**config.mk**
```make
export PLATFORM = sky130hd
export DESIGN_NAME = gray_updown_counter
export DESIGN_NICKNAME = d
export VERILOG_FILES = /design/src/rtl/gray_updown_counter.sv
export SDC_FILE = /design/constraint.sdc
export NUM_CORES = 1
export LEC_CHECK = 0
export CORE_MARGIN = 3
export CORE_UTILIZATION = 41
export CTS_CLUSTER_DIAMETER = 30
export DETAILED_ROUTE_END_ITERATION = 6
export GPL_ROUTABILITY_DRIVEN = 0
export PLACE_DENSITY = 0.77
export SLEW_MARGIN = 20
export SYNTH_ARGS = -nofsm -noshare
export SYNTH_HDL_FRONTEND = slang
export SYNTH_SLANG_ARGS = --single-unit
```
**constraint.sdc**
```tcl
create_clock -name clk -period 2.22 [get_ports clk]
set_input_delay 0.444 -clock clk [delete_from_list [all_inputs] [get_ports clk]]
set_output_delay 0.444 -clock clk [all_outputs]
set_load 0.05 [all_outputs]
```
**src/rtl/gray_updown_counter.sv**
```systemverilog
// Loadable up/down counter publishing Gray and binary state with a wrap pulse,
// plus an independent registered Gray-to-binary decode channel.
// Optional Gray-sequence checker on the decode input: define GRAY_UPDOWN_CHECK_EN.
module gray_updown_counter #(
  parameter int WIDTH = 4
) (
  input  logic             clk,
  input  logic             rst_n,
  input  logic             en,
  input  logic             up,
  input  logic             load,
  input  logic [WIDTH-1:0] d_bin,
  output logic [WIDTH-1:0] g,
  output logic [WIDTH-1:0] b,
  output logic             wrap,
  input  logic [WIDTH-1:0] g_in,
  input  logic             g_in_vld,
  output logic [WIDTH-1:0] b_out,
  output logic             b_out_vld,
  output logic             err
);

  localparam logic [WIDTH-1:0] ONE      = WIDTH'(1);
  localparam logic [WIDTH-1:0] ALL_ONES = '1;

  logic [WIDTH-1:0] b_reg, b_next;
  logic [WIDTH-1:0] g_reg, g_next;
  logic             wrap_reg, wrap_next;
  logic [WIDTH-1:0] b_out_reg, b_out_next;
  logic             b_out_vld_reg;
  logic [WIDTH-1:0] dec_bin;

  // Counter next state: load beats en; wrap only on a boundary-crossing step.
  always_comb begin
    b_next    = b_reg;
    wrap_next = 1'b0;
    if (load) begin
      b_next = d_bin;
    end else if (en) begin
      if (up) begin
        b_next    = b_reg + ONE;
        wrap_next = (b_reg == ALL_ONES);
      end else begin
        b_next    = b_reg - ONE;
        wrap_next = (b_reg == '0);
      end
    end
    g_next = b_next ^ (b_next >> 1);
  end

  // Each binary bit is the XOR of all Gray bits at or above its position.
  genvar gi;
  generate
    for (gi = 0; gi < WIDTH; gi++) begin : g_dec
      assign dec_bin[gi] = ^(g_in >> gi);
    end
  endgenerate

  assign b_out_next = g_in_vld ? dec_bin : b_out_reg;

  always_ff @(posedge clk) begin
    if (!rst_n) begin
      b_reg         <= '0;
      g_reg         <= '0;
      wrap_reg      <= 1'b0;
      b_out_reg     <= '0;
      b_out_vld_reg <= 1'b0;
    end else begin
      b_reg         <= b_next;
      g_reg         <= g_next;
      wrap_reg      <= wrap_next;
      b_out_reg     <= b_out_next;
      b_out_vld_reg <= g_in_vld;
    end
  end

  assign b         = b_reg;
  assign g         = g_reg;
  assign wrap      = wrap_reg;
  assign b_out     = b_out_reg;
  assign b_out_vld = b_out_vld_reg;

`ifdef GRAY_UPDOWN_CHECK_EN
  logic [WIDTH-1:0] last_reg;
  logic             have_last_reg;
  logic             err_reg;
  logic [WIDTH-1:0] diff;
  logic             multi_bit;

  // Clearing the lowest set bit leaves something only if two or more bits changed.
  assign diff      = g_in ^ last_reg;
  assign multi_bit = |(diff & (diff - ONE));

  always_ff @(posedge clk) begin
    if (!rst_n) begin
      last_reg      <= '0;
      have_last_reg <= 1'b0;
      err_reg       <= 1'b0;
    end else if (g_in_vld) begin
      last_reg      <= g_in;
      have_last_reg <= 1'b1;
      if (have_last_reg && multi_bit) begin
        err_reg <= 1'b1;
      end
    end
  end

  assign err = err_reg;
`else
  assign err = 1'b0;
`endif

endmodule

```
Word-level counts from Yosys, hierarchy flattened
Cells that the tools add are included.
Widths: inputs -> output; s select.
{"block": "classes", "n_bitwise": 3, "n_eq_ne": 1, "reduce_logical": 6, "n_addsub": 2, "n_mux": 4}
{"operator": "$reduce_xor 4->1", "n": 4}
{"operator": "$mux 4", "n": 3}
{"operator": "$add 4x1->4 const B", "n": 1}
{"operator": "$eq 4x4->1 const B", "n": 1}
{"operator": "$logic_not 4->1", "n": 1}
{"operator": "$sub 4x1->4 const B", "n": 1}
{"operator": "$xor 4x3->4", "n": 1}
{"operator": "$reduce_or 3->1", "n": 1}
{"operator": "$not 1->1", "n": 2}
{"operator": "$mux 1", "n": 1}
{"block": "word_totals", "input_bits": 14, "word_cells": 21, "out_inout_bits": 15, "register_bits": 14}

Depth between registers and ports, before layout
{"block": "logic_depth", "word_depth": 5, "mapped_depth": 6, "ltp_nobuf": 6}

Worst setup path before layout
No wires, ideal clock.
{"block": "synth_path", "path_kind": "flip-flop to flip-flop", "start": "register b_reg[0], in the netlist b[0]", "end": "register g_reg[1], in the netlist g[1]", "setup_ns": 0.072, "arrival_ns": 1.966, "n_path_buf": 0, "period_less_slack_ns": 2.039, "path_stages_with_launch": 6, "t_required_ns": 2.148, "slack_ns": 0.181, "cell_sequence": "dfxtp_1 > fa_1 > mux2_2 > mux2i_1 > o21ai_0 > a21oi_1"}
{"block": "synth_between", "elab_chain_cells": 5, "elab_cells_between_ends": 6}
{"element": "start, declared", "line": "26", "rtl": "logic [WIDTH-1:0] b_reg, b_next;"}
{"element": "start signal, assigned", "line": "69", "rtl": "b_reg <= b_next;"}
{"element": "$sub 4x1->4 / $add 4x1->4 (equally long branches)", "line": "44, 41"}
{"element": "$mux 4 (*)", "line": "40", "rtl": "if (up) begin"}
{"element": "$mux 4 (*)", "line": "39", "rtl": "end else if (en) begin"}
{"element": "$mux 4 (*)", "line": "37", "rtl": "if (load) begin"}
{"element": "$xor 4x3->4 (*)", "line": "48", "rtl": "g_next = b_next ^ (b_next >> 1);"}
{"element": "end signal, assigned", "line": "70", "rtl": "g_reg <= g_next;"}
{"element": "end, declared", "line": "27", "rtl": "logic [WIDTH-1:0] g_reg, g_next;"}
Mark *: on every way between the ends. The rest lies on a longest branch, timed or not.
A chain may end at the register's enable or synchronous reset.

Worst setup path after layout
{"block": "layout_path", "start": "input port up", "end": "register g_reg[1], in the netlist g[1]"}
{"block": "layout_between", "elab_chain_cells": 4}
{"element": "start, declared", "line": "10", "rtl": "input logic up,"}
{"element": "$mux 4", "line": "40"}
{"element": "$mux 4", "line": "39"}
{"element": "$mux 4", "line": "37"}
{"element": "$xor 4x3->4", "line": "48"}
No other way between the ends.

==> summary.md <==
| Metric | Value |
|---|---|
| Slew headroom | approximately 66% |
| Clock buffer depth | 2 |
| Yosys top cell area share | between 30 and 40% |
| Post-Synth Simple-Gate Area | about a fifth |
| Io pins | 29 |
| P&R area growth vs syn | 47.7% |
| Hold Buf Count CTS | 0 |
| CP Launch Type | input pin |
| Ys flop type | dfxtp_1 |
| Share of cells above drive strength 1 | between 10 and 15% |
| Status | complete, no violations |
| Final hold slack | 497 ps |
| Fin nets | 124 |
| Final min period | ~2100 ps |
| Final Core Density | between 60% and 70% |
| Post-synth EDFFs | 0 |
| CP Capture Type | flop |
| Setup CP Type | in -> reg |
| GRT Residual Overflow | 0 |
| Synthesized cell area | roughly 700 sq um |
| Pre-antenna DRT Iters | 2 |
| Worst clock skew | between 4 and 5 ps |
| XOR/XNOR Fraction of Synth Area | 7.58% |
| Clk slew on worst S/H paths | roughly 70 ps |
| Antenna Cells | 0 |
| CTS buffer count | 3 |
| Yosys warning count | 0 |
| Sequential element share of the synthesized area | between 30% and 40% |
| Max Cap Viol | 0 |
| Dpl cell area | roughly 1000 sq um |
| Pwr/cell area | 660 mW/mm^2 |
| Syn avg cell area | ~9.4 sq um |
| Final worst slack | approximately 100 ps |
| Antenna-violating nets left | 0 |
| Cells after synthesis | between 70 and 80 |
| Hold Violations, Final | 0 |
| Worst hold path class | reg -> reg |
| Worst-path maximum fanout | 4 |
| Core Footprint | 0.00154 sq mm |
| Synth Area in Compound Gates | roughly an eighth |
| Largest net degree at the start of global routing | 11 |
| Post-CTS Resized | 0 |
| Req. time, crit path | 2420 ps |
| Final Cycle Share | between 90% and 100% |
| Setup Fix Bufs, Post-CTS | 0 |
| CTS tree | yes |
| RSZ-0062 raised after global routing | false |
| Num rows | 14 |
| FMAX | between 0.4 and 0.5 GHz |
| DR vias/cell | ~5 |
| Initial Util | 45.0% |
| Non-filler cells, final | 122 |
| Worst-margin pin slew | about 510 ps |
| Die width | 47.1 microns |
| Total routed wirelength | about 1400 microns |
| Main combinational cell family by area after synthesis | simple AND/OR/NAND/NOR gates |
| Vias | 619 |
| Clock Sink Count | 13 |
| GRT Util Overall | between 10% and 20% |
| Syn nets | around 90 |
| Placed insts | about 120 |
| Lkg Pwr | roughly 0.00043 uW |
| I/O Buffers | 27 |
| DR iter-0 viols | 4 |
| Yosys top cell by area | dfxtp_1 |
| Die area | around 0.0022 sq mm |
| Final Max Tran Viols | 0 |
| H-tree levels | 1 |
| Number of global-route vias before repair | roughly 540 |
| Die Y | ~47 microns |
| Final instance area | 0.00102 sq mm |
| VDD IR-drop max | 0.409 mV |
| Skew-Pair Late Insertion Delay | 270 ps |
| Asr flop ratio synth | 0% |
| Multiplexer share of the synthesized area | about a tenth |
| First-pass GRT wire length | 2230 microns |
| DRC viols | 0 |
| Synth cell types | 36 |
| WL per Instance | around 12 microns |
| Final setup viols | 0 |
| Post-synthesis adder-cell area fraction | approximately 6.5% |
| HPWL after DPL | 1190 microns |
| Synth top area cells | dfxtp_1 38%, xnor2_1 6.3%, mux2i_1 5.8% |
| Placement Setup Slack | -151 ps |
| CP arrival | 2320 ps |
| Initial antenna violation count | 0 |
| Root buffer cell | clkbuf_4 |
| #FFs+latches synth | 13 |
[worst paths after layout]
kind	slack (ps)	from	depth (start not counted)	end
worst max-delay path	100	up	8	g[1]
worst min register to register	500	b_out[3]	2	b_out[3]
worst max register to register	370	b[0]	6	g[1]
worst min-delay path	500	b_out[3]	2	b_out[3]
[power breakdown]
group	total [uW]	switching [uW]	internal [uW]
clock	141	71.7	69.5
combinational	264	149	115
sequential	271	16.1	255
[worst max-delay path, stage by stage]
cell and delay, ps:
clkdlybuf4s50_1 480, inv_1 80, fa_1 480, mux2_2 140
mux2i_1 60, buf_4 150, or3_1 370, a21oi_1 120
[area by class of cell]
type                       count  area [sq um]
fill                         129           518
sequential                    13           260
multi-input combinational     53           390
timing repair buffer          33           315
inverter                       3          11.3
clock buffer                   4          26.3
tap                           16          20.0
[logic make-up (layout without fill, tap and decap cells)]
group | Yosys count | after routing
and+or+nand+nor | 24 | 24
AOI/OAI and AO/OA | 13 | 13
DFF | 13 | 13
buffers and inverters | 8 | 40
xor gates and xnor gates | 6 | 6
muxes | 6 | 6
adders and majority gates | 3 | 3
other | 1 | 1
[synthesized netlist by cell type (all sizes together) (2+ instances only)]
master	count
mux2i	4
buf	4
mux2	2
xnor2	5
a211oi	3
inv	2
nor3	2
nand3	2
a21oi	2
nand2	2
ha	2
dfxtp	13
a31oi	2
nor2	10
[per-stage QoR]
stage | setup TNS [ps] | total power (uW)
final | 0 | 676
after global routing | 0 | 712
after CTS | 0 | 684
after detailed placement | -324 | 542
after global placement | -286 | 538
after floorplan | 0 | 449
[routing by layer]
layer  track usage (%)  share of wire (%)  up-vias
met2              22.8                 50       10
met5                 0                  0        -
li1                  -                  -      327
met3              3.45                2.9        0
met1              18.9                 47      282
met4              3.31                  0        0
[cell usage in the layout, fill, tap and decap left out, types with 2 or more instances in the layout]
cell and n:
clkdlybuf4s50_1 27, dfxtp_1 13, nor2_1 10, buf_4 6, xnor2_1 5, mux2i_1 4, a211oi_1 3, clkbuf_4 3
inv_1 2, a21oi_1 2, a31oi_1 2, nand2_1 2, nor3_1 2, ha_1 2
No activity file was read; power rests on OpenSTA's default activity.
==> variant 1 (same flow settings) <==
Register the inputs `en`, `up`, `load` and `d_bin` before use. The logic sees them one clock later. The other inputs are not delayed to match.
--- a/src/rtl/gray_updown_counter.sv
+++ b/src/rtl/gray_updown_counter.sv
@@ -24,4 +24,16 @@
   localparam logic [WIDTH-1:0] ALL_ONES = '1;
 
+  logic en_q;
+  logic up_q;
+  logic load_q;
+  logic [WIDTH-1:0] d_bin_q;
+
+  always_ff @(posedge clk) begin
+    en_q    <= en;
+    up_q    <= up;
+    load_q  <= load;
+    d_bin_q <= d_bin;
+  end
+
   logic [WIDTH-1:0] b_reg, b_next;
   logic [WIDTH-1:0] g_reg, g_next;
@@ -35,8 +47,8 @@
     b_next    = b_reg;
     wrap_next = 1'b0;
-    if (load) begin
-      b_next = d_bin;
-    end else if (en) begin
-      if (up) begin
+    if (load_q) begin
+      b_next = d_bin_q;
+    end else if (en_q) begin
+      if (up_q) begin
         b_next    = b_reg + ONE;
         wrap_next = (b_reg == ALL_ONES);
Formal check against the unedited RTL: not equivalent (a bounded check fails within 4 cycles, from zero or initial values and one cycle with rst_n low).
==> variant 1 against the original RTL <==
  * Worst hold slack improved by 9.1 ps
  * Final area rose by 10%
  * Largest power group unchanged
  * Count of clock-buffer cells in the layout fell by 1
  * Cell count rose by 7.4%
  * Largest cell class is now flip-flops and latches
  * Area after synthesis rose by 19%
  * Power rose by 22%
  * Combinational power fell by 5%
  * Worst setup slack improved by 5.4 ps
  * Sequential cell count rose by 7
  * Clock skew fell by 4.1 ps
  * Synthesized cell count rose by 8.1%
  * Wire length rose by 13%
==> variant 1: results (changes against the original RTL) <==
worst clock skew=0.466 ps (was 4.60 ps); Total GRT Usage=0.140 (was 0.141); slowest cell delay on critical path=870 ps (was 480 ps); status=completed (unchanged); met3 Usage GRT=0.0379 (was 0.0345); CLK BUF=3 (was 4); Reg clk slew, reported paths=100 ps (was 70 ps); worst reg2reg path endpoint=g[2] (was g[1]); fraction of area in multi-input gates=0.346 (was 0.381); number of global-route vias before repair=615 (was 544); peak supply drop=452 uV (was 409 uV); grt met1 use=0.168 (was 0.189); adder and majority gate portion of the synthesized area=0.0544 (was 0.0650); Lkg Pwr=0.451 nW (was 0.432 nW); Non-Filler Instances=131 (was 122); Hold Crit Class=reg2reg (unchanged); M1 WL=711 um (was 673 um); non-clk buf share=0.246 (was 0.308); largest net degree at the start of global routing=12 (was 11); sequential share of the synthesized area=0.483 (was 0.375); top post-synthesis cells by count=dfxtp_1 (20), nor2_1 (10), xnor2_1 (5) (was dfxtp_1 (13), nor2_1 (10), xnor2_1 (5)); Critical Path AT=1670 ps (was 2320 ps); bufs w/o clock=28 (was 33); sequential cell area share=0.354 (was 0.254); first-pass GRT wire length=2680 um (was 2230 um); clk sinks=20 (was 13); Rel. slew slack=0.632 (was 0.661); Cells after Synth=80 (was 74); dpl hpwl=1230 um (was 1190 um); met2 Resource Use GR=0.210 (was 0.228); Synth Area in XOR/XNOR=0.0634 (was 0.0758); worst skew pair latency=300 ps (was 270 ps); Iteration-0 DRC Markers=3 (was 4); post-DR wirelength/cell=12.3 um (was 11.7 um); largest cells by area after synthesis=dfxtp_1 (48%), xnor2_1 (5.3%), mux2i_1 (4.8%) (was dfxtp_1 (38%), xnor2_1 (6.3%), mux2i_1 (5.8%)); syn_nets=97 (was 91); hold endpoint=b_out[3] (unchanged); ratio of cells with drive above 1 in the final layout=0.0660 (was 0.113); hold slack final=506 ps (was 497 ps); worst r2r src=up_q (was b[0]); Fillers=161 (was 129); critical path startpoint=b[3] (was up); R2R Setup Slk=210 ps (was 370 ps); Non-clock inverters=2 (was 3); clk cell area share=0.0199 (was 0.0257); top sig layer=met4 (was met3); mux cell area share after synthesis=0.0801 (was 0.0957); vias per std cell=5.06 (was 5.07); met3 wire length=69 um (was 42 um); Pre-Repair DR Iteration Count=3 (was 2); Compound-Gate Fraction of Synth Area=0.109 (was 0.132); Switching Fraction=0.326 (was 0.351)
-- variant 1: power groups by stage --
stage / Clock [W] / Sequential, W / Combinational, W
after detailed placement: 0 / 0.000419 / 0.000250
after global placement: 0 / 0.000417 / 0.000247
after global routing: 0.000185 / 0.000415 / 0.000265
after CTS: 0.000171 / 0.000410 / 0.000251
final: 0.000164 / 0.000410 / 0.000250
after floorplan: 0 / 0.000488 / 0.0000982
-- variant 1: per-stage QoR --
stage	util	cell area (um2)	setup slack (ps)
floorplan	-	828	178
global placement	0.608	1110	346
detailed placement	0.608	1110	251
CTS	0.621	1130	100
global route	0.621	1130	24.2
finish	0.621	1130	109
-- variant 1: worst max-delay path by stage --
stage	endpoint	slack (ps)	depth (start not counted)
2_1_floorplan	g[2]	180	5
3_3_place_gp	g[2]	350	6
3_5_place_dp	g[2]	250	6
4_1_cts	b[0]	100	1
5_1_grt	b[3]	20	1
6_report	b[3]	110	1
==> variant 2 (same flow settings) <==
Without the edit above. Change the parameter `WIDTH` from 4 to 6.
--- a/src/rtl/gray_updown_counter.sv
+++ b/src/rtl/gray_updown_counter.sv
@@ -3,5 +3,5 @@
 // Optional Gray-sequence checker on the decode input: define GRAY_UPDOWN_CHECK_EN.
 module gray_updown_counter #(
-  parameter int WIDTH = 4
+  parameter int WIDTH = 6
 ) (
   input  logic             clk,
Interface: changed (5 resized); port bits go from 29 to 39. The function was not compared with the original's and may differ.
==> variant 2 against the original RTL <==
  * Clock power up 23%
  * Wire length grew 62%
  * Area after synthesis grew 44%
  * Sequential cell count is 6 higher
  * Clock skew decreased by 3.5 ps
  * Power increased by 48%
  * Worst setup slack improved by 50 ps
  * Final area up 45%
  * Sequential share of layout area rose by 0.20 points
  * Largest cell class unchanged
==> variant 2: results (changes against the original RTL) <==
P_sw=0.000373 W (was 0.000237 W); met2 Resource Use GR=0.255 (was 0.228); status=completed (unchanged); Iteration-0 DRC Markers=13 (was 4); first-pass GRT wire length=3950 um (was 2230 um); vias=937 (was 619); met2 wire length=1060 um (was 708 um); Netlist cell types=30 (was 36); largest net degree at the start of global routing=14 (was 11); combinational fraction of design power=0.429 (was 0.391); Fillers=221 (was 129); critical setup path kind=reg2reg (was in2reg); Layout Nets=185 (was 124); M1 WL=1020 um (was 673 um); grt met1 use=0.194 (was 0.189); Lkg Pwr=0.619 nW (was 0.432 nW); worst clock skew=1.12 ps (was 4.60 ps); number of global-route vias before repair=932 (was 544); Total GRT Usage=0.157 (was 0.141); worst r2r src=b[1] (was b[0]); Seq. pwr=0.000398 W (was 0.000271 W); met3 wire length=177 um (was 42 um); met3 Usage GRT=0.0421 (was 0.0345); ratio of cells with drive above 1 in the final layout=0.124 (was 0.113); Hold Crit Start=b_out[4] (was b_out[3]); Rel. slew slack=0.658 (was 0.661); Comb. pwr=0.000428 W (was 0.000264 W); Reg clk slew, reported paths=100 ps (was 70 ps); syn_nets=138 (was 91); Critical Path AT=2260 ps (was 2320 ps)
==> variant 2: per-stage QoR <==
| step | instances | instance area [um2] | worst slack [ps] | TNS, ps | hold slack, ps |
|---|---|---|---|---|---|
| 3_3_place_gp | 185 | 1460 | -277 | -984 | 473 |
| 5_1_grt | 189 | 1490 | 77.1 | 0 | 543 |
| 4_1_cts | 189 | 1480 | 9.30 | 0 | 495 |
| 2_1_floorplan | 115 | 998 | 7.93 | 0 | 571 |
| 3_5_place_dp | 185 | 1460 | -340 | -1390 | 480 |
| 6_report | 189 | 1490 | 153 | 0 | 492 |
==> variant 2: path summary, 6_finish.rpt <==
check	to	slack, ps	cells after the start
max	g[4]	150	7
min	b_out[4]	490	2
max reg2reg	g[4]	150	7
min reg2reg	b_out[4]	490	2
==> variant 2: kinds of logic (layout without fill, tap and decap cells) <==
group	after synthesis	count (layout)	synth area share
buffers and inverters	10	56	0.0464
flip-flops	19	19	0.381
AO/OA/AOI/OAI	18	18	0.113
multiplexers	7	7	0.0728
adder cells (fa/ha/maj)	5	5	0.0703
AND/OR/NAND/NOR	41	41	0.189
XOR/XNOR	14	14	0.123
other	1	1	0.00376
==> variant 2: final cells by class <==
type | instances | area (um2) | area share
clock buffers | 3 | 22.5 | 0.0151
repair buffers | 48 | 455 | 0.306
flip-flops and latches | 19 | 382 | 0.256
well taps | 28 | 35.0 | 0.0235
multi-input cells | 86 | 574 | 0.386
inverters | 4 | 15.0 | 0.0101
clock inverters | 1 | 5.00 | 0.00336
==> variant 2: what timing repair did <==
item,CTS,global route
pin swaps,1,0
gates resized for setup,0,2
cloned,0,0
setup endpoints to repair,1,4
==> variant 2: critical path: stages (launching register included) <==
cell and delay, ps:
dfxtp_1 420, inv_1 90, fa_1 420, nand2b_1 160, a21oi_1 230, mux2i_1 270
a21oi_1 110, mux2_2 270
